<file path="src/rtl/mmio_dot_engine.sv">
// Signed 8-bit four-lane dot-product accumulator fed from the MMIO FIFO.
// Sums WORDS words of lane products and hands one result off over a valid/ready port.
module mmio_dot_engine #(
    parameter int WORDS = 8,
    parameter int ACC_W = 32
) (
    input  logic             clk,
    input  logic             rst,
    input  logic             clear,
    input  logic             in_valid,
    output logic             in_ready,
    input  logic [63:0]      in_data,
    output logic             res_valid,
    input  logic             res_ready,
    output logic [ACC_W-1:0] res_data,
    output logic [15:0]      res_count
);
    localparam logic [1:0] ST_ACCUM = 2'd0;
    localparam logic [1:0] ST_DRAIN = 2'd1;
    localparam logic [1:0] ST_HOLD  = 2'd2;
    localparam logic [7:0] LAST_IDX = 8'(WORDS - 1);

    logic [1:0]       state_r;
    logic [1:0]       state_nxt_s;
    logic             in_ready_r;
    logic [7:0]       word_cnt_r;
    logic             s1_valid_r;
    logic [3:0][15:0] prod_r;
    logic [3:0][15:0] prod_s;
    logic [17:0]      sum_s;
    logic [ACC_W-1:0] sum_ext_s;
    logic [ACC_W-1:0] acc_r;
    logic [ACC_W-1:0] res_data_r;
    logic             res_valid_r;
    logic [15:0]      res_count_r;
    logic             accept_s;
    logic             last_word_s;
    logic             handoff_s;
    logic             drain_done_s;

    // Two's complement lanes are sign-extended so a plain 16-bit multiply is exact.
    function automatic logic [15:0] lane_mul(input logic [7:0] a, input logic [7:0] b);
        logic [15:0] a_ext;
        logic [15:0] b_ext;
        a_ext = {{8{a[7]}}, a};
        b_ext = {{8{b[7]}}, b};
        return a_ext * b_ext;
    endfunction

    assign accept_s     = in_valid & in_ready_r & ~clear;
    assign last_word_s  = (word_cnt_r == LAST_IDX);
    assign handoff_s    = (state_r == ST_HOLD) & res_valid_r & res_ready;
    assign drain_done_s = (state_r == ST_DRAIN) & ~s1_valid_r;

    assign in_ready  = in_ready_r;
    assign res_valid = res_valid_r;
    assign res_data  = res_data_r;
    assign res_count = res_count_r;

    // Lane products of the word on the input bus
    always_comb begin
        prod_s    = {4{16'd0}};
        prod_s[0] = lane_mul(in_data[39:32], in_data[7:0]);
        prod_s[1] = lane_mul(in_data[47:40], in_data[15:8]);
        prod_s[2] = lane_mul(in_data[55:48], in_data[23:16]);
        prod_s[3] = lane_mul(in_data[63:56], in_data[31:24]);
    end

    // 18-bit sum of the registered products, sign-extended to the accumulator width
    always_comb begin
        sum_s = {{2{prod_r[0][15]}}, prod_r[0]} + {{2{prod_r[1][15]}}, prod_r[1]}
              + {{2{prod_r[2][15]}}, prod_r[2]} + {{2{prod_r[3][15]}}, prod_r[3]};
        sum_ext_s = {{(ACC_W-18){sum_s[17]}}, sum_s};
    end

    // Next-state selection; clear always returns to accumulation
    always_comb begin
        state_nxt_s = state_r;
        if (clear) begin
            state_nxt_s = ST_ACCUM;
        end else begin
            case (state_r)
                ST_ACCUM: if (accept_s && last_word_s) state_nxt_s = ST_DRAIN;
                          else state_nxt_s = ST_ACCUM;
                ST_DRAIN: if (!s1_valid_r) state_nxt_s = ST_HOLD;
                          else state_nxt_s = ST_DRAIN;
                ST_HOLD:  if (handoff_s) state_nxt_s = ST_ACCUM;
                          else state_nxt_s = ST_HOLD;
                default:  state_nxt_s = ST_ACCUM;
            endcase
        end
    end

    // State register, registered in_ready decode and word counter
    always_ff @(posedge clk or posedge rst) begin
        if (rst) begin
            state_r    <= ST_ACCUM;
            in_ready_r <= 1'b1;
            word_cnt_r <= 8'd0;
        end else begin
            state_r    <= state_nxt_s;
            in_ready_r <= (state_nxt_s == ST_ACCUM);
            if (clear) begin
                word_cnt_r <= 8'd0;
            end else if (accept_s) begin
                word_cnt_r <= last_word_s ? 8'd0 : word_cnt_r + 8'd1;
            end else begin
                word_cnt_r <= word_cnt_r;
            end
        end
    end

    // Stage 1: capture products of an accepted word
    always_ff @(posedge clk or posedge rst) begin
        if (rst) begin
            s1_valid_r <= 1'b0;
            prod_r     <= {4{16'd0}};
        end else if (clear) begin
            s1_valid_r <= 1'b0;
        end else begin
            s1_valid_r <= accept_s;
            if (accept_s) begin
                prod_r <= prod_s;
            end
        end
    end

    // Stage 2: modulo-2^ACC_W accumulation, flushed on clear or handoff
    always_ff @(posedge clk or posedge rst) begin
        if (rst) begin
            acc_r <= {ACC_W{1'b0}};
        end else if (clear || handoff_s) begin
            acc_r <= {ACC_W{1'b0}};
        end else if (s1_valid_r) begin
            acc_r <= acc_r + sum_ext_s;
        end
    end

    // Result port; res_data deliberately survives clear
    always_ff @(posedge clk or posedge rst) begin
        if (rst) begin
            res_valid_r <= 1'b0;
            res_data_r  <= {ACC_W{1'b0}};
            res_count_r <= 16'd0;
        end else if (clear) begin
            res_valid_r <= 1'b0;
        end else if (drain_done_s) begin
            res_data_r  <= acc_r;
            res_valid_r <= 1'b1;
        end else if (handoff_s) begin
            res_valid_r <= 1'b0;
            res_count_r <= res_count_r + 16'd1;
        end
    end
endmodule

</file>
<file path="config.mk">
export PLATFORM = sky130hd
export DESIGN_NAME = mmio_dot_engine
export DESIGN_NICKNAME = d
export VERILOG_FILES = /design/src/rtl/mmio_dot_engine.sv
export SDC_FILE = /design/constraint.sdc
export NUM_CORES = 1
export LEC_CHECK = 0
export CORE_MARGIN = 5
export CORE_UTILIZATION = 63
export CTS_BUF_LIST = sky130_fd_sc_hd__clkbuf_4 sky130_fd_sc_hd__clkbuf_8
export DETAILED_ROUTE_END_ITERATION = 10
export PLACE_DENSITY = 0.84
export SLEW_MARGIN = 20
export SYNTH_ARGS = -nofsm -noshare
export SYNTH_HDL_FRONTEND = slang
export SYNTH_SLANG_ARGS = --single-unit
</file>
<file path="constraint.sdc">
create_clock -name clk -period 7.5 [get_ports clk]
set_input_delay 1.125 -clock clk [delete_from_list [all_inputs] [get_ports clk]]
set_output_delay 1.125 -clock clk [all_outputs]
set_load 0.02 [all_outputs]
</file>
[Word level (Yosys, flattened, before mapping)]
Index checks and enable logic that the tools add are counted.
Storage, ports and cells
  register bits after elaboration: 157
  input port bits: 69
  word-level logic and storage cells: 57
Cells by class
  $add $sub $neg: 6
  $mul: 4
  equal/unequal tests: 3
  multiplexer cells: 14
  bitwise gates (word level): 8
  reductions and logical operators: 10
Operators with widths (number)
  multiplier 8 x 8 -> 16 bit: 4
  2-to-1 mux 32 bit: 2
  adder 32 bit: 1
  2-to-1 mux 8 bit: 3
  adder 17 x 16 -> 18 bit: 1
  adder 18 bit: 1
  adder 16 x 16 -> 17 bit: 1
  adder 16 x 1 -> 16 bit (second input constant): 1
  adder 8 x 1 -> 8 bit (second input constant): 1
  equality test 8 x 3 -> 1 bit (second input constant): 1
  2-to-1 mux 2 bit: 3
  one-hot mux 2 bit (3 select lines): 1
  AND 1 bit: 5
  2-to-1 mux 1 bit: 5
  logical NOT 2 bit: 2
  AND reduction 2 bit: 2
  nonzero test 2 bit: 2
  inverter 1 bit: 3
  AND reduction 3 bit: 1
  nonzero test 3 bit: 1
  equality test 2 x 1 -> 1 bit (second input constant): 1
  equality test 2 bit (second input constant): 1
  logical AND 1 bit: 1
  logical OR 1 bit: 1

[Depth between registers and ports, before layout]
  word-level depth: 7
  gate-level depth with buffers: 25
  mapped depth without buffers: 25

[Least setup slack after synthesis]
Ideal clock, no wire load.
  path kind: reg2reg
  from: register prod_r[17] in the netlist's numbering
  to: register acc_r[31]
  arrival time: 5.338 ns
  data required time: 7.421 ns
  setup slack: 2.082 ns
  stages on the path, launching flop included: 25
  buffers on the path: 0
  period minus slack after synthesis: 5.418 ns
  cells stage by stage: dfrtp_1 > inv_1 > fa_1 > fa_1 > inv_1 > ha_1 > inv_1 > fa_1 > nor2b_1 > o31a_1 > nor4_4 > o31ai_2 > o41ai_4 > o21ai_2 > xnor2_2 > ha_1 > nand2_1 > nor2_1 > a211oi_1 > o211ai_1 > o31ai_2 > a31oi_1 > or2_0 > mux2i_1 > mux2i_1
On the way
  word-level cells in the longest chain between the ends: 6
Ends and longest elaborated chain
  start: declaration: RTL line 28  | logic [3:0][15:0] prod_r;
  start signal: assignment: RTL line 117  | prod_r <= {4{16'd0}};
  start signal: assignment: RTL line 123  | prod_r <= prod_s;
  adder 16 x 16 -> 17 bit: RTL line 71  | sum_s = {{2{prod_r[0][15]}}, prod_r[0]} + {{2{prod_r[1][15]}}, prod_r[1]}
  adder 17 x 16 -> 18 bit: RTL line 72  | + {{2{prod_r[2][15]}}, prod_r[2]} + {{2{prod_r[3][15]}}, prod_r[3]};
  adder 18 bit: RTL line 72
  adder 32 bit: RTL line 135  | acc_r <= acc_r + sum_ext_s;
  2-to-1 mux 32 bit: RTL line 134  | end else if (s1_valid_r) begin
  2-to-1 mux 32 bit: RTL line 132  | end else if (clear || handoff_s) begin
  end signal: assignment: RTL line 131  | acc_r <= {ACC_W{1'b0}};
  end signal: assignment: RTL line 133  | acc_r <= {ACC_W{1'b0}};
  end signal: assignment: RTL line 135
  end: declaration: RTL line 32  | logic [ACC_W-1:0] acc_r;
No other way between the ends. The select of a mux whose other input is x is not followed.
A chain may end at the register's enable or synchronous reset.

[Worst setup path after layout]
  from: register prod_r[2] in the netlist's numbering
  to: register acc_r[31]
The elaborated chain is that of the path after synthesis.

==> run metrics <==
worst-case clock skew 0.01499 ns; commonest register cell after synthesis dfrtp_1; Mapped Nets 2492; hold_buf cts 0; Final ANT Viol Nets 0; initial drt markers 762; Async SR Flop Fraction 1.000; GP Congestion 0.8764; placed insts 2478; status finished, final reports clean; Die Wd 183.3 um; Detail Placement HPWL 32.74 mm; pin count of the biggest net entering global routing 88; Synth Register Bits 157; final hold vios 0; Max Cap Viol 0; Initial DRT Pass Iterations 7; n_diodes 0; first-pass GRT wire length 69.32 mm; post-layout util 0.7051; RSZ-0062 raised after global routing false; sequential cell area fraction in the yosys report 0.2077; vias in the first global route 14770; Least-Margin Pin Slew 0.9309 ns; post-DR wirelength/cell 15.86 um; clk buf depth 2; post-cts gate resize count 0; ratio of cells with drive above 1 in the final layout 0.04717; DRC 0; IO Port Bufs 118; Synth Warn # 0; root buffer cell clkbuf_8; fin crit period 6.030 ns; worst-skew pair later-pin latency 0.46 ns; All-Layer GR Usage 0.2471; slew margin rel. 0.3794; WP data required 7.88 ns; CP Launch Type flop; initial antenna violation count 0; CTS tree yes; initial core utilization 0.6384; fmax 165.8 MHz; non-filler instance count after layout 2510; io pins 119; final setup fails 0; CP Max Fanout 5; core area 29640 um2; Vias/cell 5.514; Area growth, synth to finish 10.45%; syn avg cell area 9.480 um2; Vias 13840; setup TNS 0 ns; drt total wl 39.82 mm; fin crit share 0.8040; critical path class flop to flop; # H-tree levels 4; Die ar. 33600 um2; FP Rows 63; Tightest Hold Check Type flop to flop; WP data arrival 6.41 ns; final net count 2603; post-synth cell types 67; Post-CTS Setup Inserts 0; die height 183.3 um; Num CTS Buffers 17; Congestion Overflow GR 0; Clock Sink Count 157; Reg clk slew, reported paths 0.09 ns; CP Capture Type flop; Post-Syn Area 18920 um2; Post-Synthesis Cells 1996; Final Slew Violations 0; Post-synth EDFFs 0
## cells by family after synthesis
kind of cell               synth area share
muxes                               0.03300
DFF                                  0.2077
and+or+nand+nor                      0.1483
buffers and inverters               0.08378
xor gates and xnor gates            0.05039
adders and majority gates            0.3831
AOI/OAI and AO/OA                   0.09370
## metal layers
layer / up-vias / track usage / wire (um)
met4: 0 / 0.06526 / 943
met5: - / 0 / 0
met1: 6888 / 0.3262 / 16920
li1: 6554 / - / -
met3: 69 / 0.02321 / 1416
met2: 330 / 0.4410 / 20540
## stage by stage
stage	area [um2]	setup WS (ns)	hold slack (ns)
3_5_place_dp	20530	1.493	0.4688
4_1_cts	20900	1.509	0.4871
2_1_floorplan	18920	2.082	0.4453
5_1_grt	20900	1.033	0.5081
6_report	20900	1.470	0.4843
3_3_place_gp	20530	1.568	0.4618
## Yosys cell counts, drive strengths merged, types with 24 or more instances
library cell | count | area [um2]
inv | 388 | 1456
fa | 254 | 5085
nand2 | 192 | 720.7
ha | 173 | 2165
dfrtp | 156 | 3904
and2 | 149 | 932.1
o21ai | 93 | 476.7
xnor2 | 84 | 743.2
nor2 | 75 | 281.5
a21oi | 48 | 244.0
mux2 | 35 | 394.1
a21o | 34 | 255.2
nand2b | 31 | 193.9
clkbuf | 27 | 101.4
nand3 | 25 | 125.1
xor2 | 24 | 210.2
## layout make-up
| cell class | instances | area (um2) |
|---|---|---|
| multi-input cells | 1417 | 13410 |
| inverters | 389 | 1465 |
| clock buffers | 18 | 241.5 |
| flip-flops and latches | 157 | 3930 |
| fillers | 2224 | 8740 |
| clock inverters | 14 | 123.9 |
| repair buffers | 125 | 1237 |
| well taps | 390 | 488.0 |
## final timing paths
kind	start	to	slack, ns	cells after the start
setup reg to reg	prod_r[2]$_DFFE_PP0P_	acc_r[31]$_DFFE_PP0P_	1.47	24
min in group asynchronous	rst	res_count[15]$_DFFE_PP0P_	1.14	2
max in group asynchronous	rst	prod_r[30]$_DFFE_PP0P_	5.22	3
setup / recovery	prod_r[2]$_DFFE_PP0P_	acc_r[31]$_DFFE_PP0P_	1.47	24
hold / removal	prod_r[11]$_DFFE_PP0P_	prod_r[11]$_DFFE_PP0P_	0.48	2
hold reg to reg	prod_r[11]$_DFFE_PP0P_	prod_r[11]$_DFFE_PP0P_	0.48	2
## layout by cell type, fill, tap and decap left out, types with 7 or more instances in the layout
| cell | synthesis | final |
|---|---|---|
| a211oi_1 | 7 | 7 |
| a21boi_0 | 13 | 13 |
| a21o_1 | 34 | 34 |
| a21oi_1 | 47 | 47 |
| a31oi_1 | 7 | 7 |
| and2_1 | 149 | 149 |
| and3_1 | 13 | 13 |
| clkbuf_8 | 0 | 17 |
| clkdlybuf4s50_1 | 0 | 118 |
| dfrtp_1 | 156 | 156 |
| fa_1 | 254 | 254 |
| ha_1 | 173 | 173 |
| inv_1 | 387 | 386 |
| inv_6 | 0 | 7 |
| mux2_2 | 34 | 34 |
| mux2i_1 | 23 | 23 |
| nand2_1 | 192 | 192 |
| nand2b_1 | 31 | 31 |
| nand3_1 | 25 | 25 |
| nand4_1 | 10 | 10 |
| nor2_1 | 75 | 75 |
| nor2b_1 | 14 | 14 |
| nor3_1 | 22 | 22 |
| o21ai_0 | 84 | 84 |
| o31ai_1 | 17 | 17 |
| xnor2_1 | 83 | 83 |
| xor2_1 | 24 | 24 |
## worst max-delay path: stages, from the launching register on
cell	delay, ns
dfrtp_1	0.37
inv_1	0.13
fa_1	0.45
fa_1	0.58
inv_1	0.06
ha_1	0.29
a21o_1	0.15
a21oi_1	0.23
o21bai_1	0.09
a21oi_1	0.24
o21a_1	0.25
o211ai_1	0.13
a31oi_1	0.31
o21ai_0	0.17
xor2_1	0.18
ha_1	0.37
a21oi_1	0.19
nor2_1	0.06
a211oi_1	0.38
o211ai_1	0.21
o31ai_2	0.32
a31oi_1	0.15
or2_0	0.23
mux2i_1	0.19
mux2i_1	0.21
## sequential cells by signal, summed over array words and instances (netlist names)
| signal | count |
|---|---|
| acc_r | 32 |
| in_ready | 1 |
| prod_r | 64 |
| res_count | 16 |
| res_data | 32 |
| res_valid | 1 |
| s1_valid_r | 1 |
| state_r | 2 |
| word_cnt_r | 8 |
Power is left out: the tool's default activity adds up to more than one toggle a clock period on the data nets, which glitch-free logic cannot reach.
